<file path="config.mk">
export PLATFORM = sky130hd
export DESIGN_NAME = pipe_adder
export DESIGN_NICKNAME = d
export VERILOG_FILES = /design/src/rtl/adder_pkg.sv /design/src/rtl/adder_chunk.sv /design/src/rtl/pipe_adder.sv
export SDC_FILE = /design/constraint.sdc
export NUM_CORES = 1
export LEC_CHECK = 0
export ABC_CLOCK_PERIOD_IN_PS = 9100
export BUFFER_PORTS_ARGS = -buffer_cell sky130_fd_sc_hd__buf_2
export CELL_PAD_IN_SITES_DETAIL_PLACEMENT = 1
export CELL_PAD_IN_SITES_GLOBAL_PLACEMENT = 1
export CORE_MARGIN = 2
export CORE_UTILIZATION = 52
export CTS_BUF_LIST = sky130_fd_sc_hd__clkbuf_8 sky130_fd_sc_hd__clkbuf_16
export CTS_CLUSTER_DIAMETER = 60
export DETAILED_ROUTE_END_ITERATION = 8
export PLACE_DENSITY_LB_ADDON = 0.3
export REMOVE_ABC_BUFFERS = 1
export SLEW_MARGIN = 20
export SYNTH_ARGS = -nofsm -noshare
export SYNTH_HDL_FRONTEND = slang
export SYNTH_HIERARCHICAL = 1
export SYNTH_SLANG_ARGS = --single-unit
</file>
<file path="constraint.sdc">
create_clock -name clk -period 9.1 [get_ports clk]
set_input_delay 1.82 -clock clk [delete_from_list [all_inputs] [get_ports clk]]
set_output_delay 1.82 -clock clk [all_outputs]
set_load 0.05 [all_outputs]
</file>
<file path="src/rtl/adder_pkg.sv">
// Shared constants and elaboration helpers for the pipelined adder.
package adder_pkg;

  localparam int unsigned DefWidth  = 16;
  localparam int unsigned DefStages = 4;

  // True when the operand splits into equal per-stage chunks.
  function automatic bit width_ok(input int unsigned width, input int unsigned stages);
    return (stages != 0) && ((width % stages) == 0);
  endfunction

  function automatic int unsigned chunk_of(input int unsigned width, input int unsigned stages);
    return (stages == 0) ? width : width / stages;
  endfunction

endpackage

</file>
<file path="src/rtl/adder_chunk.sv">
// Combinational CHUNK-bit ripple adder built from full-adder cells.
// c_msb is the carry into the top bit, used for signed-overflow detection.
module adder_chunk #(
  parameter int unsigned CHUNK = 4
) (
  input  logic [CHUNK-1:0] a,
  input  logic [CHUNK-1:0] b,
  input  logic             ci,
  output logic [CHUNK-1:0] s,
  output logic             co,
  output logic             c_msb
);

  logic [CHUNK:0] c;

  always_comb begin
    c    = '0;
    s    = '0;
    c[0] = ci;
    for (int unsigned i = 0; i < CHUNK; i++) begin
      s[i]   = a[i] ^ b[i] ^ c[i];
      c[i+1] = (a[i] & b[i]) | (c[i] & (a[i] ^ b[i]));
    end
  end

  assign co    = c[CHUNK];
  assign c_msb = c[CHUNK-1];

endmodule

</file>
<file path="src/rtl/pipe_adder.sv">
// Pipelined WIDTH-bit adder, one CHUNK-bit ripple per stage, valid/ready flow control.
// Define PIPE_ADDER_OVF_EN to add the registered signed-overflow output out_ov.
module pipe_adder
  import adder_pkg::*;
#(
  parameter int unsigned WIDTH  = DefWidth,
  parameter int unsigned STAGES = DefStages
) (
  input  logic             clk,
  input  logic             rst,
  input  logic             in_valid,
  output logic             in_ready,
  input  logic [WIDTH-1:0] in_a,
  input  logic [WIDTH-1:0] in_b,
  input  logic             in_ci,
  output logic             out_valid,
  input  logic             out_ready,
  output logic [WIDTH-1:0] out_s,
  output logic             out_co
`ifdef PIPE_ADDER_OVF_EN
  ,
  output logic             out_ov
`endif
);

  localparam int unsigned CHUNK = chunk_of(WIDTH, STAGES);

  if (!width_ok(WIDTH, STAGES) || (WIDTH < 2)) begin : g_bad_cfg
    $error("pipe_adder: STAGES must divide WIDTH and WIDTH must be at least 2");
  end

  logic                          adv;
  logic [STAGES-1:0]             v_q, c_q;
  logic [STAGES-1:0][WIDTH-1:0]  a_q, b_q, s_q;
  logic [STAGES-1:0]             v_src, c_src;
  logic [STAGES-1:0][WIDTH-1:0]  a_src, b_src, s_src, s_nxt;
  logic [STAGES-1:0][CHUNK-1:0]  sum;
  logic [STAGES-1:0]             co, c_msb;

  assign adv      = out_ready || !out_valid;
  assign in_ready = adv;

  // Stage 0 takes the input beat; later stages take the previous stage's registers.
  always_comb begin
    v_src    = '0;
    c_src    = '0;
    a_src    = '0;
    b_src    = '0;
    s_src    = '0;
    v_src[0] = in_valid;
    c_src[0] = in_ci;
    a_src[0] = in_a;
    b_src[0] = in_b;
    for (int unsigned k = 1; k < STAGES; k++) begin
      v_src[k] = v_q[k-1];
      c_src[k] = c_q[k-1];
      a_src[k] = a_q[k-1];
      b_src[k] = b_q[k-1];
      s_src[k] = s_q[k-1];
    end
  end

  for (genvar k = 0; k < STAGES; k++) begin : g_stage
    adder_chunk #(
      .CHUNK(CHUNK)
    ) u_chunk (
      .a    (a_src[k][k*CHUNK +: CHUNK]),
      .b    (b_src[k][k*CHUNK +: CHUNK]),
      .ci   (c_src[k]),
      .s    (sum[k]),
      .co   (co[k]),
      .c_msb(c_msb[k])
    );
  end

  // Sum chunks above stage k are still zero, so OR merges this stage's chunk in.
  always_comb begin
    s_nxt = '0;
    for (int unsigned k = 0; k < STAGES; k++) begin
      s_nxt[k] = s_src[k] | (WIDTH'(sum[k]) << (k * CHUNK));
    end
  end

  always_ff @(posedge clk or posedge rst) begin
    if (rst) begin
      v_q <= '0;
      c_q <= '0;
      a_q <= '0;
      b_q <= '0;
      s_q <= '0;
    end else if (adv) begin
      v_q <= v_src;
      c_q <= co;
      a_q <= a_src;
      b_q <= b_src;
      s_q <= s_nxt;
    end
  end

  assign out_valid = v_q[STAGES-1];
  assign out_s     = s_q[STAGES-1];
  assign out_co    = c_q[STAGES-1];

`ifdef PIPE_ADDER_OVF_EN
  logic ov_q;

  always_ff @(posedge clk or posedge rst) begin
    if (rst) begin
      ov_q <= 1'b0;
    end else if (adv) begin
      ov_q <= c_msb[STAGES-1] ^ co[STAGES-1];
    end
  end

  assign out_ov = ov_q;
`endif

  // Last-stage operand copies and non-final MSB carries have no consumer.
  logic unused_sig;
  assign unused_sig = ^{a_q[STAGES-1], b_q[STAGES-1], c_msb};

endmodule

</file>
* Word-level counts from Yosys, hierarchy flattened
Index checks and enable logic that the tools add are counted.
** Word-level totals
- Bits in registers :: 156
- Input bits :: 37
- Word-level logic and storage cells :: 97
** Operators by class
- Bitwise logic cells :: 83
- Reductions and logical operators :: 2
** Operators with widths (count)
- $and 1x1->1 :: 32
- $xor 1x1->1 :: 32
- $or 1x1->1 :: 16
- $or 16x12->16 :: 1
- $or 16x16->16 :: 1
- $or 4x8->8 :: 1
- $logic_not 1->1 :: 1
- $logic_or 1x1->1 :: 1

* Logic depth before layout (Yosys ltp)
- Depth after elaboration :: 9
- Mapped depth :: 7
- Depth with buffers taken out :: 7

* By module
Netlist, hierarchy kept.
** Modules (own cells, without submodules)
- pipe_adder :: instances 1, cells an instance 205, area an instance 3687.3 sq um, seq. area each 2402.3 sq um
- adder_chunk :: instances 4, cells an instance 12, area an instance 110.1 sq um, seq. area each 0.0 sq um

* Worst setup path before layout
Ideal clock, no wire load.
- Path type :: input port to output port
- Start point :: input out_ready
- End point :: output in_ready
- Arrival time :: 2.377 ns
- Required time :: 7.280 ns
- Slack :: 4.903 ns
- Stages :: 4
- Buffers on the path :: 3
- Path through :: nand2b_4 buf_6 buf_6 buf_6
** Between the ends
- Longest elaborated chain between the ends :: 1
** Ends and longest elaborated chain
- start, declared :: line pipe_adder.sv:17 : input logic out_ready,
- $logic_or 1x1->1 :: line pipe_adder.sv:40 : assign adv = out_ready || !out_valid;
- end, declared :: line pipe_adder.sv:12 : output logic in_ready,
Every way passes these cells.

* Worst setup path after layout
Same ends and word-level chain as after synthesis.

==> key figures <==
Setup path
  – CP cell instances: buf_2, nand2b_4, buf_2
  – R2R setup slack: 6.78 ns
  – Worst Path Required: 7.28 ns
  – Crit path top cell by count: buf_2
  – Slowest stage delay, CP: 0.50 ns
  – Critical path arrival: 2.81 ns
  – Kind of critical path: input pin to output pin
  – Critical path peak fanout: 42
  – Kind of start point of the critical path: input pin
  – Crit path capture type: output pin
  – CP max stage cell: nand2b_4

Layout
  – Fillers: 744
  – Share of cells above drive strength 1: 54.0%
  – Area grow syn2layout: 13.1%
  – Antenna cells: 0
  – Multi-input logic area: 0.00152 mm²
  – Storage cell area: 0.00240 mm²
  – # nets final: 363
  – Final core occ: 60.4%

CTS
  – Root Driver: clkbuf_8
  – CTS buffer count: 9
  – Clk sinks: 96
  – CTS tree: built
  – Post-CTS Hold Buffers: 0
  – Post-CTS sizing: 0
  – Post-CTS setup buffers: 0
  – Worst-skew pair later-pin latency: 0.36 ns
  – H-tree depth: 3
  – CTS Buffer Depth: 2
  – CTS clk-pin slew, worst paths: 0.09 ns

Floorplanning
  – Starting Density: 53.4%
  – Cell row count: 32
  – IO Count: 56
  – Core area: 0.00773 mm²
  – Width of the die: 93.1 µm
  – Die H: 93.1 µm
  – Die Area: 0.00867 mm²

Global route
  – Initial antenna violation count: 0
  – Gr ovfl total: 0
  – Vias in the first global route: 2306
  – GRT Overall Usage: 17.0%
  – Largest net degree at the start of global routing: 57
  – First-pass GRT wire length: 11.3 mm

Synthesis
  – Post-synth cell types: 9
  – Top cells by area, synth: dfrtp_1, mux2_2, mux2_4
  – Avg Synthesized Cell Area: 16.3 µm²
  – FFs w/ async S/R, synth: 100%
  – Synthesized area: 0.00413 mm²
  – Top-count cell post-synth: dfrtp_1
  – Top cell type by total area after synthesis: dfrtp_1
  – Synth cell count leaders: dfrtp_1, mux2_2, inv_1, mux2_4, fa_1
  – Seq/Total Area, Yosys: 58.2%
  – YS warnings: 6
  – Syn Inst Count: 253
  – Seq cells post-synth: 96
  – Synth Flop Type: dfrtp_1
  – Synth top area share: 58.2%
  – Post-synth EDFFs: 0

Timing
  – Worst slew pin tran: 0.776 ns
  – Hold Vio Cnt, Final: 0
  – Setup Viol. Count Final: 0
  – RSZ-0062 raised after global routing: no
  – Setup TNS: 0 ns
  – Worst slew margin: 48.2%
  – Period minus WS final: 4.63 ns
  – Period utilization: 50.9%
  – FMAX: 216 MHz
  – Final number of max-transition violations: 0
  – Setup skew after layout: 0.0137 ns

Place
  – DP Wirelength: 4.40 mm
  – GPL Wtd Cong: 0.704
  – Input/output buffers: 55

Detailed routing
  – Wirelength per Cell: 15.8 µm
  – Via-to-Cell Ratio: 4.98
  – Post-DRT Antenna Nets: 0
  – Routed vias: 2075
  – Drt drc: 0
  – Post-Route WL: 6.57 mm
  – Iter 0 DRT Violations: 43
  – Iteration count of the initial detailed-routing pass: 3

Power
  – Peak supply drop: 0.189 mV
  – Pwr dens: 362 mW/mm²
  – Leakage: 2.25 nW

Hold path
  – Hold/Removal Path Class: flop to flop

Run
  – Max Cap Viol: 0

Run status
  – Outcome: complete, no violations
## stage by stage
step	hold WS (ns)	instance area (µm²)	setup WS [ns]	std cells	total power [mW]
detailed placement	0.466	4460	4.46	401	1.43
CTS	0.507	4670	4.46	417	1.72
global route	0.529	4670	4.41	417	1.81
floorplan	0.430	4040	4.53	242	1.26
global placement	0.440	4460	4.48	401	1.38
finish	0.498	4670	4.47	417	1.69
## sequential cells by signal, indices dropped and copies added, names as in the netlist
register and count:
b_q 24, out_s 16, a_q 24, s_q 24
v_q 4, c_q 4
## final cells by class
| cell class | instances | area share, % |
|---|---|---|
| Sequential cell | 96 | 51.5 |
| Multi-Input combinational cell | 113 | 32.5 |
| Timing Repair Buffer | 57 | 6.22 |
| Clock buffer | 10 | 2.95 |
| Tap cell | 102 | 2.73 |
| Inverter | 33 | 2.71 |
| Clock inverter | 6 | 1.47 |
## layout by cell type (no fill, tap or decap), drive strengths merged
cell type / netlist / final
bufinv: 0 / 1
clkinv: 0 / 1
nand2b: 2 / 2
fa: 16 / 16
clkinvlp: 0 / 4
mux2: 95 / 95
dfrtp: 96 / 96
buf: 11 / 57
clkbuf: 0 / 10
inv: 33 / 33
## routing by layer
metal,part of all wire (%),GRT usage (%),up-vias
li1,-,-,944
met1,44,21.7,1081
met2,51,28.0,39
met3,3.8,3.87,11
met4,1.8,7.48,0
met5,0,0,-
## where the power goes
| group | internal [mW] | switching (mW) |
|---|---|---|
| registers | 0.613 | 0.106 |
| logic | 0.331 | 0.356 |
| clock network | 0.135 | 0.149 |
| total | 1.08 | 0.611 |
## path summary, 6_finish.rpt
| check | end | cells after the start | from |
|---|---|---|---|
| hold / removal | v_q[3]$_DFFE_PP0P_ | 1 | v_q[2]$_DFFE_PP0P_ |
| setup / recovery | in_ready | 3 | out_ready |
| min in group asynchronous | b_q[27]$_DFFE_PP0P_ | 2 | rst |
| hold reg to reg | v_q[3]$_DFFE_PP0P_ | 1 | v_q[2]$_DFFE_PP0P_ |
| max in group asynchronous | out_s[9]$_DFFE_PP0P_ | 3 | rst |
| setup reg to reg | s_q[23]$_DFFE_PP0P_ | 7 | a_q[4]$_DFFE_PP0P_ |
## cells by family after synthesis
logic type,synth area share [%]
buf+inv,5.09
flops,58.2
fa+ha+maj,7.76
mux,28.5
simple gates,0.485
## critical path, delay by kind of cell
kind | cells | cell delay, ns
buffers and inverters | 2 | 0.46
AND/OR/NAND/NOR | 1 | 0.50
Note: power is estimated with default switching activity, not from simulation.
